===== src/rtl/ysyx_22040931_store_unit_pkg.sv =====
// Shared constants for the memory-stage store unit: width codes, FSM encoding,
// AXI response code and the lane-alignment result payload.
package ysyx_22040931_store_unit_pkg;

  localparam int unsigned BUS_DATA_W = 64;
  localparam int unsigned BUS_STRB_W = BUS_DATA_W / 8;

  localparam logic [2:0] W_ONE = 3'b001;
  localparam logic [2:0] W_DOU = 3'b010;
  localparam logic [2:0] W_FOR = 3'b011;
  localparam logic [2:0] W_EIG = 3'b100;

  localparam logic [1:0] S_IDLE = 2'd0;
  localparam logic [1:0] S_SEND = 2'd1;
  localparam logic [1:0] S_RESP = 2'd2;
  localparam logic [1:0] S_ERR  = 2'd3;

  localparam logic [1:0] RESP_OKAY = 2'b00;

  typedef struct packed {
    logic [BUS_DATA_W-1:0] wdata;
    logic [BUS_STRB_W-1:0] wstrb;
    logic                  misalign;
  } align_t;

  function automatic logic is_store(input logic [2:0] op);
    return (op == W_ONE) || (op == W_DOU) || (op == W_FOR) || (op == W_EIG);
  endfunction

endpackage


===== src/rtl/ysyx_22040931_store_unit_if.sv =====
// EX-side store request plus AXI4-Lite write channels of the store unit.
interface ysyx_22040931_store_unit_if #(
  parameter int unsigned ADDR_W = 64,
  parameter int unsigned DATA_W = 64
);
  localparam int unsigned STRB_W = DATA_W / 8;

  logic              in_valid;
  logic              in_ready;
  logic [2:0]        in_memwop;
  logic [ADDR_W-1:0] in_addr;
  logic [DATA_W-1:0] in_wdata;
  logic              done;
  logic              err;
  logic              awvalid;
  logic              awready;
  logic [ADDR_W-1:0] awaddr;
  logic              wvalid;
  logic              wready;
  logic [DATA_W-1:0] wdata;
  logic [STRB_W-1:0] wstrb;
  logic              bvalid;
  logic              bready;
  logic [1:0]        bresp;

  modport master (
    input  in_valid, in_memwop, in_addr, in_wdata, awready, wready, bvalid, bresp,
    output in_ready, done, err, awvalid, awaddr, wvalid, wdata, wstrb, bready
  );

  modport slave (
    output in_valid, in_memwop, in_addr, in_wdata, awready, wready, bvalid, bresp,
    input  in_ready, done, err, awvalid, awaddr, wvalid, wdata, wstrb, bready
  );
endinterface


===== src/rtl/ysyx_22040931_store_unit_align.sv =====
// Steers LSB-justified store data onto its byte lanes and flags misaligned accesses.
module ysyx_22040931_store_align
  import ysyx_22040931_store_unit_pkg::*;
(
  input  logic [2:0]            memwop,
  input  logic [2:0]            off,
  input  logic [BUS_DATA_W-1:0] wdata,
  output align_t                align_c
);

  logic [BUS_STRB_W-1:0] base_strb;
  logic                  misalign;

  always_comb begin
    base_strb = '0;
    misalign  = 1'b0;
    case (memwop)
      W_ONE: base_strb = 8'h01;
      W_DOU: begin base_strb = 8'h03; misalign = off[0];          end
      W_FOR: begin base_strb = 8'h0F; misalign = (off[1:0] != 2'b00); end
      W_EIG: begin base_strb = 8'hFF; misalign = (off != 3'b000);     end
      default: ;
    endcase
    align_c.wdata    = wdata << {off, 3'b000};
    align_c.wstrb    = BUS_STRB_W'(base_strb << off);
    align_c.misalign = misalign;
  end

endmodule


===== src/rtl/ysyx_22040931_store_unit.sv =====
// Memory-stage store executor: one store in, one AXI4-Lite write out, pipeline
// held via in_ready until the response retires it.
module ysyx_22040931_store_unit
  import ysyx_22040931_store_unit_pkg::*;
#(
  parameter int unsigned ADDR_W = 64,
  parameter int unsigned DATA_W = 64
) (
  input logic                          clk,
  input logic                          rst_n,
  ysyx_22040931_store_unit_if.master   bus
);

  localparam int unsigned STRB_W = DATA_W / 8;

  logic [1:0]        state_q,   state_d;
  logic              in_ready_q, in_ready_d;
  logic              done_q,    done_d;
  logic              err_q,     err_d;
  logic              awvalid_q, awvalid_d;
  logic              wvalid_q,  wvalid_d;
  logic              bready_q,  bready_d;
  logic [ADDR_W-1:0] awaddr_q,  awaddr_d;
  logic [DATA_W-1:0] wdata_q,   wdata_d;
  logic [STRB_W-1:0] wstrb_q,   wstrb_d;

  align_t align_c;

  ysyx_22040931_store_align u_align (
    .memwop  (bus.in_memwop),
    .off     (bus.in_addr[2:0]),
    .wdata   (bus.in_wdata),
    .align_c (align_c)
  );

  // Next-state and output-register logic; AW and W retire independently in SEND.
  always_comb begin
    state_d   = state_q;
    done_d    = 1'b0;
    err_d     = 1'b0;
    awvalid_d = awvalid_q;
    wvalid_d  = wvalid_q;
    bready_d  = bready_q;
    awaddr_d  = awaddr_q;
    wdata_d   = wdata_q;
    wstrb_d   = wstrb_q;
    case (state_q)
      S_IDLE: begin
        if (bus.in_valid && is_store(bus.in_memwop)) begin
          if (align_c.misalign) begin
            state_d = S_ERR;
            done_d  = 1'b1;
            err_d   = 1'b1;
          end else begin
            state_d   = S_SEND;
            awvalid_d = 1'b1;
            wvalid_d  = 1'b1;
            awaddr_d  = {bus.in_addr[ADDR_W-1:3], 3'b000};
            wdata_d   = align_c.wdata;
            wstrb_d   = align_c.wstrb;
          end
        end
      end
      S_SEND: begin
        if (awvalid_q && bus.awready) awvalid_d = 1'b0;
        if (wvalid_q && bus.wready)   wvalid_d  = 1'b0;
        if (!awvalid_d && !wvalid_d) begin
          state_d  = S_RESP;
          bready_d = 1'b1;
        end
      end
      S_RESP: begin
        if (bus.bvalid) begin
          state_d  = S_IDLE;
          bready_d = 1'b0;
          done_d   = 1'b1;
          err_d    = (bus.bresp != RESP_OKAY);
        end
      end
      S_ERR:   state_d = S_IDLE;
      default: state_d = S_IDLE;
    endcase
    in_ready_d = (state_d == S_IDLE);
  end

  always_ff @(posedge clk) begin
    if (!rst_n) begin
      state_q    <= S_IDLE;
      in_ready_q <= 1'b1;
      done_q     <= 1'b0;
      err_q      <= 1'b0;
      awvalid_q  <= 1'b0;
      wvalid_q   <= 1'b0;
      bready_q   <= 1'b0;
      awaddr_q   <= '0;
      wdata_q    <= '0;
      wstrb_q    <= '0;
    end else begin
      state_q    <= state_d;
      in_ready_q <= in_ready_d;
      done_q     <= done_d;
      err_q      <= err_d;
      awvalid_q  <= awvalid_d;
      wvalid_q   <= wvalid_d;
      bready_q   <= bready_d;
      awaddr_q   <= awaddr_d;
      wdata_q    <= wdata_d;
      wstrb_q    <= wstrb_d;
    end
  end

  assign bus.in_ready = in_ready_q;
  assign bus.done     = done_q;
  assign bus.err      = err_q;
  assign bus.awvalid  = awvalid_q;
  assign bus.awaddr   = awaddr_q;
  assign bus.wvalid   = wvalid_q;
  assign bus.wdata    = wdata_q;
  assign bus.wstrb    = wstrb_q;
  assign bus.bready   = bready_q;

endmodule


===== src/flat_wrapper.sv =====
// flat-port wrapper written by rule: the top's interface ports become plain ports
module ysyx_22040931_store_unit_flat import ysyx_22040931_store_unit_pkg::*;
#(
  parameter int unsigned ADDR_W = 64,
  parameter int unsigned DATA_W = 64
)
  (clk, rst_n, bus_in_valid, bus_in_memwop, bus_in_addr, bus_in_wdata, bus_awready, bus_wready, bus_bvalid, bus_bresp, bus_in_ready, bus_done, bus_err, bus_awvalid, bus_awaddr, bus_wvalid, bus_wdata, bus_wstrb, bus_bready);
  ysyx_22040931_store_unit_if #(.ADDR_W(ADDR_W), .DATA_W(DATA_W)) bus_i ();
  input logic clk;
  input logic rst_n;
  input wire logic [$bits(bus_i.in_valid)-1:0] bus_in_valid;
  input wire logic [$bits(bus_i.in_memwop)-1:0] bus_in_memwop;
  input wire logic [$bits(bus_i.in_addr)-1:0] bus_in_addr;
  input wire logic [$bits(bus_i.in_wdata)-1:0] bus_in_wdata;
  input wire logic [$bits(bus_i.awready)-1:0] bus_awready;
  input wire logic [$bits(bus_i.wready)-1:0] bus_wready;
  input wire logic [$bits(bus_i.bvalid)-1:0] bus_bvalid;
  input wire logic [$bits(bus_i.bresp)-1:0] bus_bresp;
  output wire logic [$bits(bus_i.in_ready)-1:0] bus_in_ready;
  output wire logic [$bits(bus_i.done)-1:0] bus_done;
  output wire logic [$bits(bus_i.err)-1:0] bus_err;
  output wire logic [$bits(bus_i.awvalid)-1:0] bus_awvalid;
  output wire logic [$bits(bus_i.awaddr)-1:0] bus_awaddr;
  output wire logic [$bits(bus_i.wvalid)-1:0] bus_wvalid;
  output wire logic [$bits(bus_i.wdata)-1:0] bus_wdata;
  output wire logic [$bits(bus_i.wstrb)-1:0] bus_wstrb;
  output wire logic [$bits(bus_i.bready)-1:0] bus_bready;
  assign bus_i.in_valid = bus_in_valid;
  assign bus_i.in_memwop = bus_in_memwop;
  assign bus_i.in_addr = bus_in_addr;
  assign bus_i.in_wdata = bus_in_wdata;
  assign bus_i.awready = bus_awready;
  assign bus_i.wready = bus_wready;
  assign bus_i.bvalid = bus_bvalid;
  assign bus_i.bresp = bus_bresp;
  assign bus_in_ready = bus_i.in_ready;
  assign bus_done = bus_i.done;
  assign bus_err = bus_i.err;
  assign bus_awvalid = bus_i.awvalid;
  assign bus_awaddr = bus_i.awaddr;
  assign bus_wvalid = bus_i.wvalid;
  assign bus_wdata = bus_i.wdata;
  assign bus_wstrb = bus_i.wstrb;
  assign bus_bready = bus_i.bready;
  ysyx_22040931_store_unit #(.ADDR_W(ADDR_W), .DATA_W(DATA_W)) u_core (.clk(clk), .rst_n(rst_n), .bus(bus_i));
endmodule

===== config.mk =====
export PLATFORM = sky130hd
export DESIGN_NAME = ysyx_22040931_store_unit_flat
export DESIGN_NICKNAME = d
export VERILOG_FILES = /design/src/rtl/ysyx_22040931_store_unit_pkg.sv /design/src/rtl/ysyx_22040931_store_unit_if.sv /design/src/rtl/ysyx_22040931_store_unit_align.sv /design/src/rtl/ysyx_22040931_store_unit.sv /design/src/flat_wrapper.sv
export SDC_FILE = /design/constraint.sdc
export NUM_CORES = 1
export LEC_CHECK = 0
export CORE_ASPECT_RATIO = 1.2
export CORE_UTILIZATION = 49
export CTS_BUF_LIST = sky130_fd_sc_hd__clkbuf_4 sky130_fd_sc_hd__clkbuf_8
export DETAILED_ROUTE_END_ITERATION = 16
export GPL_ROUTABILITY_DRIVEN = 0
export PLACE_DENSITY = 0.95
export SETUP_SLACK_MARGIN = 0.15
export SYNTH_ARGS = -nofsm -noshare
export SYNTH_HDL_FRONTEND = slang
export SYNTH_SLANG_ARGS = --single-unit

===== constraint.sdc =====
create_clock -name clk -period 6.2 [get_ports clk]
set_input_delay 1.86 -clock clk [delete_from_list [all_inputs] [get_ports clk]]
set_output_delay 1.86 -clock clk [all_outputs]
set_load 0.05 [all_outputs]

# Word level (Yosys, flattened, before mapping)
# Cells that the tools add are included.
op_classes:
  n_mux: 24
  eq_ne: 11
  shift: 2
  reduce_logical: 19
  bitwise: 1
ops:
  columns: ["op", "n"]
  rows:
  - ["$shl 64x6->64", 1]
  - ["$pmux 8 s4", 1]
  - ["$mux 1", 12]
  - ["$pmux 1 s2", 5]
  - ["$reduce_and 3->1", 3]
  - ["$mux 2", 4]
  - ["$pmux 2 s4", 1]
  - ["$reduce_bool 2->1", 4]
  - ["$shl 8x3->8", 1]
  - ["$eq 3x2->1 const B", 2]
  - ["$eq 2x2->1 const B", 2]
  - ["$logic_and 1x1->1", 4]
  - ["$logic_not 2->1", 2]
  - ["$ne 2x1->1 const B", 2]
  - ["$ne 2x2->1 const B", 2]
  - ["$eq 3x1->1 const B", 1]
  - ["$eq 3x3->1 const B", 1]
  - ["$logic_or 1x1->1", 3]
  - ["$pmux 1 s3", 1]
  - ["$reduce_bool 3->1", 1]
  - ["$eq 2x1->1 const B", 1]
  - ["$logic_not 1->1", 2]
  - ["$not 1->1", 1]
totals:
  word_cells: 67
  out_inout_bits: 142
  inputBits: 139
  register_bits: 141

# Logic depth before layout (Yosys ltp)
# Gate-level depths: netlist (run 1).
logic_depth:
  depth_word: 8
  mapped_depth: 9
  ltp_nobuf: 4

# By module
# Synthesis (run 1) repeated with hierarchy kept, for this count alone.
hier_totals:
  hier_cells: 882
  area_unflattened_um2: 7783.7
modules_own_cells:
  columns: ["module", "area_per_inst_um2", "seq_area_each_um2", "cells_per_inst", "instances"]
  rows:
  - ["ysyx_22040931_store_unit", 5636.7, 2822.7, 621, 1]
  - ["ysyx_22040931_store_align", 2147.1, 0.0, 261, 1]

# Worst setup path after synthesis (run 1)
# Ideal clock, no wire load.
synth_path:
  path_kind: "input to register"
  from: "input bus_in_addr[1]"
  to: "register u_core.wdata_q[11], in the netlist u_core.bus.wdata[11]"
  cell_stages: 7
  path_slack_ps: 2920
  path_buffers: 3
  setup_time_ps: 70
  required_ps: 6130
  arrival_ps: 3209
  cell_sequence: "buf_2 nor3_4 o22ai_2 buf_6 buf_6 or4_1 a21oi_1"
synth_via:
  elab_chain_cells: 4
  word_cells_on_any_way: 6
  cone_classes: "1 x shift; 1 x mux; 1 x bitwise; 3 x reduce/logical"
synth_rtl:
  columns: ["element", "line_no", "rtl"]
  rows:
  - ["from (decl)", "flat_wrapper.sv:13", "input wire logic [$bits(bus_i.in_addr)-1:0] bus_in_addr;"]
  - ["parallel branches: the longest is 4 deep, another holds $shl 64x6->64", null, null]
  - ["to (signal assigned)", "ysyx_22040931_store_unit.sv:107", "wdata_q <= wdata_d;"]
  - ["to (decl)", "ysyx_22040931_store_unit.sv:24", "logic [DATA_W-1:0] wdata_q, wdata_d;"]
# Parallel ways; which one is timed is not known.
# A chain may end at the register's enable or synchronous reset.

# Worst setup path in the final report (run 1)
layout_path:
  from: "input bus_in_memwop[1]"
  to: "register u_core.awaddr_q[20], in the netlist u_core.bus.awaddr[20]"
layout_via:
  elab_chain_cells: 6
  word_cells_on_any_way: 11
  cone_classes: "4 x eq/ne; 1 x mux; 1 x bitwise; 5 x reduce/logical"
layout_rtl:
  columns: ["element", "line_no", "rtl"]
  rows:
  - ["from (decl)", "flat_wrapper.sv:12", "input wire logic [$bits(bus_i.in_memwop)-1:0] bus_in_memwop;"]
  - ["$eq 3x1->1 / $eq 3x2->1 (equally long branches)", "ysyx_22040931_store_unit_pkg.sv:27, ysyx_22040931_store_unit_align.sv:17", null]
  - ["$logic_or 1x1->1 (3 in a row)", "ysyx_22040931_store_unit_pkg.sv:27", "return (op == W_ONE) || (op == W_DOU) || (op == W_FOR) || (op == W_EIG);"]
  - ["$logic_and 1x1->1", "ysyx_22040931_store_unit.sv:49", "if (bus.in_valid && is_store(bus.in_memwop)) begin"]
  - ["$reduce_and 3->1 (no line) *", null, null]
  - ["to (signal assigned)", "ysyx_22040931_store_unit.sv:106", "awaddr_q <= awaddr_d;"]
  - ["to (decl)", "ysyx_22040931_store_unit.sv:23", "logic [ADDR_W-1:0] awaddr_q, awaddr_d;"]
# Mark *: on every way between the ends. The rest lies on a longest branch, timed or not.

==> out/metrics.yaml, run 1 <==
status: "finished, final reports clean"
ctsResizeCount: 0
cp.arrival_ns: 4.53
synth_ff_type: "dfxtp_1"
yosys_warnings: 0
worstReg2RegStart: "u_core.state_q[1]"
tns_ns: 0
skew_ns: 0.0134
timing.rr.end: "u_core.bus.wdata[50]"
numCtsBuffers: 17
path_class: "input port to flop"
start_kind: "input port"
grt_use_total_pct: 31.0
crit_path_cell_trace: "clkdlybuf4s50_1, or3b_1, o22a_4, buf_4, nand3_1, a21oi_1"
die_width_um: 113
max_freq_mhz: 240
crit_start: "bus_in_memwop[1]"
dr.pass1.iters: 5
comb_power_share_pct: 28.5
htree_levels: 4
synth_top_area_cell: "dfxtp_1"
finalPower_mw: 2.49
synth_most_common_cell: "dfxtp_1"
worst_pin_slew_ns: 1.12
coreArea_um2: 14400
io_pins: 281
netlist_top_cells_area: "dfxtp_1, a21oi_1, mux4_2"
power_density_nw_per_um2: 243
grt_pass1_wl_mm: 37.0
syn_area_um2: 7190
synth-edff-count: 0
cts_tree: "yes"
grt_pass1_vias: 6906
root_buffer: "clkbuf_8"
hold_viol_final: 0
drt_wl_total_mm: 24.1
max_cap_violations: 0
clockBufferDepth: 2
clkLatencyLatePin_ns: 0.43
grt_max_degree: 104
path_clk_slew_ns: 0.08
avgViaCountPerCell: 6.38
period_share_pct: 67.2
antenna_found_initial: 0
slew-limit-headroom_pct: 25.3
fin_nets: 1143
cp_max_fo: 96
rows: 48
p_int_mw: 1.66
min_path_type: "flop to flop"
ant_nets: 0
netlist-cell-type-count: 50
ys_ff_latch: 141
clockPowerShare_pct: 31.7
wl_per_cell_um: 20.2
diodes: 0
synth.top_cells.by_count: "dfxtp_1, a21oi_1, o21ai_0"
worst_r2r_path_depth: 5
swShare_pct: 33.5
clkSinkCount: 141
initial_utilization_pct: 50.1
grt_overflow: 0
cp-end-kind: "flop"
period_needed_ns: 4.16
hpwl_mm: 16.7
post-cts-setup-buffers: 0
syn_inst: 795
max_stage_delay_ns: 0.87
syn_to_final_growth_pct: 42.4
syn_area_per_cell_um2: 9.05
ctsHoldBuffers: 0
required_ns: 6.56
setup_ws_ns: 2.04
ys_seq_area_share_pct: 39.2
drtIter0Drc: 1115
power_switching_uw: 834
ys_async_sr_fraction_pct: 0
yosysTopAreaCellShare_pct: 39.2
drc: 0
crit_path_end: "u_core.bus.awaddr[20]"
r2r_slack_ns: 4.00
grt_setup_unrepaired: "no"
min_from: "u_core.bus.wstrb[3]"
drive_gt1_share_pct: 10.1
dp_slack_ns: 1.70
io_buffers: 277
dieArea_um2: 15200
drv_slew: 0
crit_slowest_cell: "o22a_4"
sequentialPowerShare_pct: 39.7
fp.dieH_um: 135
power_leakage_nw: 3.46
setup_violations: 0
peakVddDrop_mv: 0.147
via_count: 7607
-- metal layers --
layer	wire length, µm	GRT usage, %	vias up	part of all wire, %
met5	0	0	-	0
met3	2320	6.42	68	9.6
li1	-	-	3422	-
met4	873	12.5	0	3.6
met2	11700	52.3	496	49
met1	9200	38.8	3621	38
-- worst min path at each step --
stage               slack, ns  cells past startpoint                   end
floorplan                0.48                      2     u_core.bus.bready
global placement         0.46                      2  u_core.bus.wdata[15]
detailed placement       0.47                      2   u_core.bus.wstrb[3]
CTS                      0.48                      2   u_core.bus.wdata[6]
global route             0.49                      2   u_core.bus.wdata[6]
finish                   0.47                      2   u_core.bus.wstrb[3]
-- power groups by stage --
stage	logic (mW)	clock network (mW)	registers (mW)
final	0.711	0.791	0.989
after global routing	0.744	0.842	0.994
after CTS	0.704	0.800	0.988
after detailed placement	0.701	0	1.01
after global placement	0.691	0	1.01
after floorplan	0.272	0	1.18
-- placed cells by master (no fill, tap or decap), types with 2 or more instances in the layout --
cell type,netlist,routed
a21oi_1,139,139
bufinv_16,0,3
nand2_1,13,13
or3_1,2,2
nand2b_1,4,4
mux4_2,24,24
nand4b_1,16,16
o21a_1,2,2
clkbuf_8,0,19
or4_1,4,4
nand4_1,14,14
a211oi_2,9,9
inv_1,5,4
o2bb2ai_1,8,8
a22oi_1,5,5
clkdlybuf4s50_1,0,274
o211ai_1,4,4
a211o_1,9,9
buf_2,26,2
mux2i_1,40,40
clkinv_2,0,2
mux2_2,12,12
o21ai_0,101,101
nor2b_1,10,10
dfxtp_1,141,141
and3b_1,2,2
a311oi_1,8,8
a21boi_0,2,2
clkinvlp_4,0,2
o221a_2,3,3
conb_1,1,3
nand3_1,64,64
a211oi_1,23,23
clkinv_4,0,3
buf_4,13,12
nor2_1,11,10
nor3b_1,2,2
inv_6,0,2
o22ai_1,2,2
-- sequential cells by signal (all words and copies together), names as in the netlist --
register and flops:
u_core.bus.in_ready 1, u_core.bus.wvalid 1, u_core.bus.wdata 64, u_core.bus.done 1, u_core.bus.awaddr 61, u_core.bus.wstrb 8
u_core.bus.awvalid 1, u_core.bus.err 1, u_core.state_q 2, u_core.bus.bready 1
-- per-stage QoR --
| step | hold WS [ns] | instances | utilization (%) | cell area (µm²) |
|---|---|---|---|---|
| 2_1_floorplan | 0.479 | 797 | - | 7200 |
| 3_3_place_gp | 0.458 | 1160 | 68.3 | 9810 |
| 3_5_place_dp | 0.466 | 1160 | 68.3 | 9810 |
| 4_1_cts | 0.476 | 1192 | 71.3 | 10200 |
| 5_1_grt | 0.492 | 1192 | 71.3 | 10200 |
| 6_report | 0.474 | 1192 | 71.3 | 10200 |
-- logic make-up (layout without fill, tap and decap cells) --
family	Yosys count	after routing	synth area share, %
AO/OA/AOI/OAI	324	324	26.9
buffers and inverters	105	325	6.92
flip-flops	141	141	39.2
multiplexers	76	76	15.0
other	1	3	0.0521
AND/OR/NAND/NOR	148	148	12.0
-- worst max-delay path: cells and delay by family --
family / cells / cell delay, ns
simple gates: 2 / 0.44
buf+inv: 2 / 1.15
compound gates: 2 / 1.03
-- layout make-up --
class,instances,area [µm²]
clock inverter,12,159
timing repair buffer,288,2840
sequential,141,2820
tap,175,219
fill,1014,4120
multi-input combinational,551,3910
inverter,5,21.3
clock buffer,20,269
No activity file was read; power rests on OpenSTA's default activity.
==> inputs of run 2 (changes only) <==
Settings changed: CORE_UTILIZATION 49 to 41, PLACE_DENSITY 0.95 to 0.85.
Clock period 6.2 ns to 3.6 ns, I/O delays scaled along.
==> run 2 against run 1 <==
Compared with the run above: non-clock buffer count rose by 13; first-iteration DRC count fell by 46%; sequential power increased by 72%; highest routed layer unchanged; cell count grew 4.5%; register-to-register slack got worse by 2.6 ns.
==> out/metrics.yaml, run 2 (same netlist as run 1, synthesis figures left out) <==
drt_wl_total_mm: 24.7  # was 24.1 mm
htree_levels: 4  # unchanged
clkSinkCount: 141  # unchanged
fp.dieH_um: 147  # was 135 µm
path_class: "input port to flop"  # unchanged
crit_path_cell_trace: "clkdlybuf4s50_1, o21ai_0, nand4_1, nor2_4, a311oi_1"  # was clkdlybuf4s50_1, or3b_1, o22a_4, buf_4, nand3_1, a21oi_1
io_buffers: 277  # unchanged
fin_nets: 1156  # was 1143
ctsResizeCount: 0  # unchanged
cts_tree: "yes"  # unchanged
rows: 52  # was 48
cp.arrival_ns: 3.39  # was 4.53 ns
max_stage_delay_ns: 0.90  # was 0.87 ns
period_needed_ns: 3.12
place_area_um2: 10100  # was 9810 µm²
drv_slew: 0  # unchanged
clockBufferDepth: 2  # unchanged
cp-end-kind: "flop"  # unchanged
numCtsBuffers: 17  # unchanged
coreArea_um2: 17000  # was 14400 µm²
required_ns: 3.87  # was 6.56 ns
final_cell_mix: "clkdlybuf4s50_1, dfxtp_1, a21oi_1"  # unchanged
avgViaCountPerCell: 6.00  # was 6.38
crit_family: "simple AND/OR/NAND/NOR gates"  # was buffers and inverters
grt_overflow: 0  # unchanged
grt_use_total_pct: 26.6  # was 31.0%
initial_utilization_pct: 42.2  # was 50.1%
grt_pass1_vias: 6765  # was 6906
period_share_pct: 86.7
power_leakage_nw: 3.57  # was 3.46 nW
root_buffer: "clkbuf_8"  # unchanged
path_buf_inv: 1  # was 2
setup_violations: 0  # unchanged
dieArea_um2: 18100  # was 15200 µm²
worst_pin_slew_ns: 1.05  # was 1.12 ns
slew-limit-headroom_pct: 29.6  # was 25.3%
grt_setup_unrepaired: "no"  # unchanged
min_path_type: "flop to flop"  # unchanged
drive_gt1_share_pct: 11.3  # was 10.1%
final_common_cell: "clkdlybuf4s50_1"  # unchanged
grt_pass1_wl_mm: 36.8  # was 37.0 mm
cp_max_fo: 39  # was 96
via_count: 7478  # was 7607
max_cap_violations: 0  # unchanged
diodes: 0  # unchanged
hold_viol_final: 0  # unchanged
status: "finished, final reports clean"  # unchanged
ctsHoldBuffers: 0  # unchanged
peakVddDrop_mv: 0.217  # was 0.147 mV
drc: 0  # unchanged
skew_ns: 0.0124  # was 0.0134 ns
drtIter0Drc: 601  # was 1115
fin_area_um2: 10500  # was 10200 µm²
crit_slowest_cell: "nor2_4"  # was o22a_4
start_kind: "input port"  # unchanged
power_density_nw_per_um2: 419  # was 243 nW/µm²
path_clk_slew_ns: 0.08  # about the same
post-cts-setup-buffers: 0  # unchanged
max_freq_mhz: 321
io_pins: 281  # unchanged
largest_reg_flops: 64  # unchanged
fill_cells: 1427  # was 1014
antenna_found_initial: 0  # unchanged
wl_per_cell_um: 19.9  # was 20.2 µm
hpwl_mm: 17.9  # was 16.7 mm
clkLatencyLatePin_ns: 0.45  # was 0.43 ns
grt_max_degree: 72  # was 104
tns_ns: 0  # unchanged
die_width_um: 123  # was 113 µm
ant_nets: 0  # unchanged
syn_to_final_growth_pct: 46.3  # was 42.4%
dr.pass1.iters: 5  # unchanged
==> run 2: changes by cell type in the layout (fill, tap and decap cells not counted), sizes merged <==
cell      previous run  this run
bufinv               3         4
clkinvlp             2         4
clkbuf              20        18
clkinv               5         0
inv                  7        11
buf                 14        27
==> run 2: power by group <==
group          total [mW]  switching (mW)  internal (mW)  leakage, nW
Combinational        1.26           0.757          0.499         2.21
Sequential           1.70          0.0526           1.65         1.15
Clock                1.45           0.671          0.778        0.213
Total                4.41            1.48           2.92         3.57
==> run 2: path summary, 6_finish.rpt <==
| path | startpoint | endpoint | slack (ns) | cells past startpoint |
|---|---|---|---|---|
| worst max-delay path | bus_in_memwop[1] | u_core.bus.wdata[39] | 0.48 | 5 |
| worst min-delay path | u_core.bus.awaddr[9] | u_core.bus.awaddr[9] | 0.48 | 2 |
| worst max register to register | u_core.state_q[1] | u_core.bus.wdata[39] | 1.41 | 4 |
| worst min register to register | u_core.bus.awaddr[9] | u_core.bus.awaddr[9] | 0.48 | 2 |
==> run 2: per-layer routing <==
| layer | vias to the layer above | part of all wire (%) | GRT usage (%) |
|---|---|---|---|
| met1 | 3555 | 38 | 32.2 |
| met2 | 436 | 48 | 43.1 |
| li1 | 3432 | - | - |
| met5 | - | 0 | 0 |
| met4 | 0 | 3.7 | 13.0 |
| met3 | 55 | 9.8 | 7.14 |
==> run 2: final cells by class <==
cell class	count	area, µm²	share of cell area [%]
multi-input combinational	551	3910	37.1
timing repair buffer	301	3050	29.0
sequential	141	2820	26.8
tap	216	270	2.57
clock buffer	18	241	2.30
clock inverter	14	205	1.95
inverter	5	21.3	0.202
==> run 2: per-stage QoR <==
stage               util, %  cells  total power, mW  hold WS (ns)  setup WS (ns)
floorplan                 -    797             2.50         0.479           1.10
global placement       59.1   1214             2.97         0.459          0.170
detailed placement     59.1   1214             2.98         0.465        0.00201
CTS                    61.7   1246             4.43         0.476          0.494
global route           61.7   1246             4.57         0.489          0.332
finish                 61.7   1246             4.41         0.476          0.481
==> run 2: tightest hold or removal path, delay by kind of cell, from the launching register on <==
kind,cells,cell delay [ns]
flops,1,0.31
compound gates,2,0.12
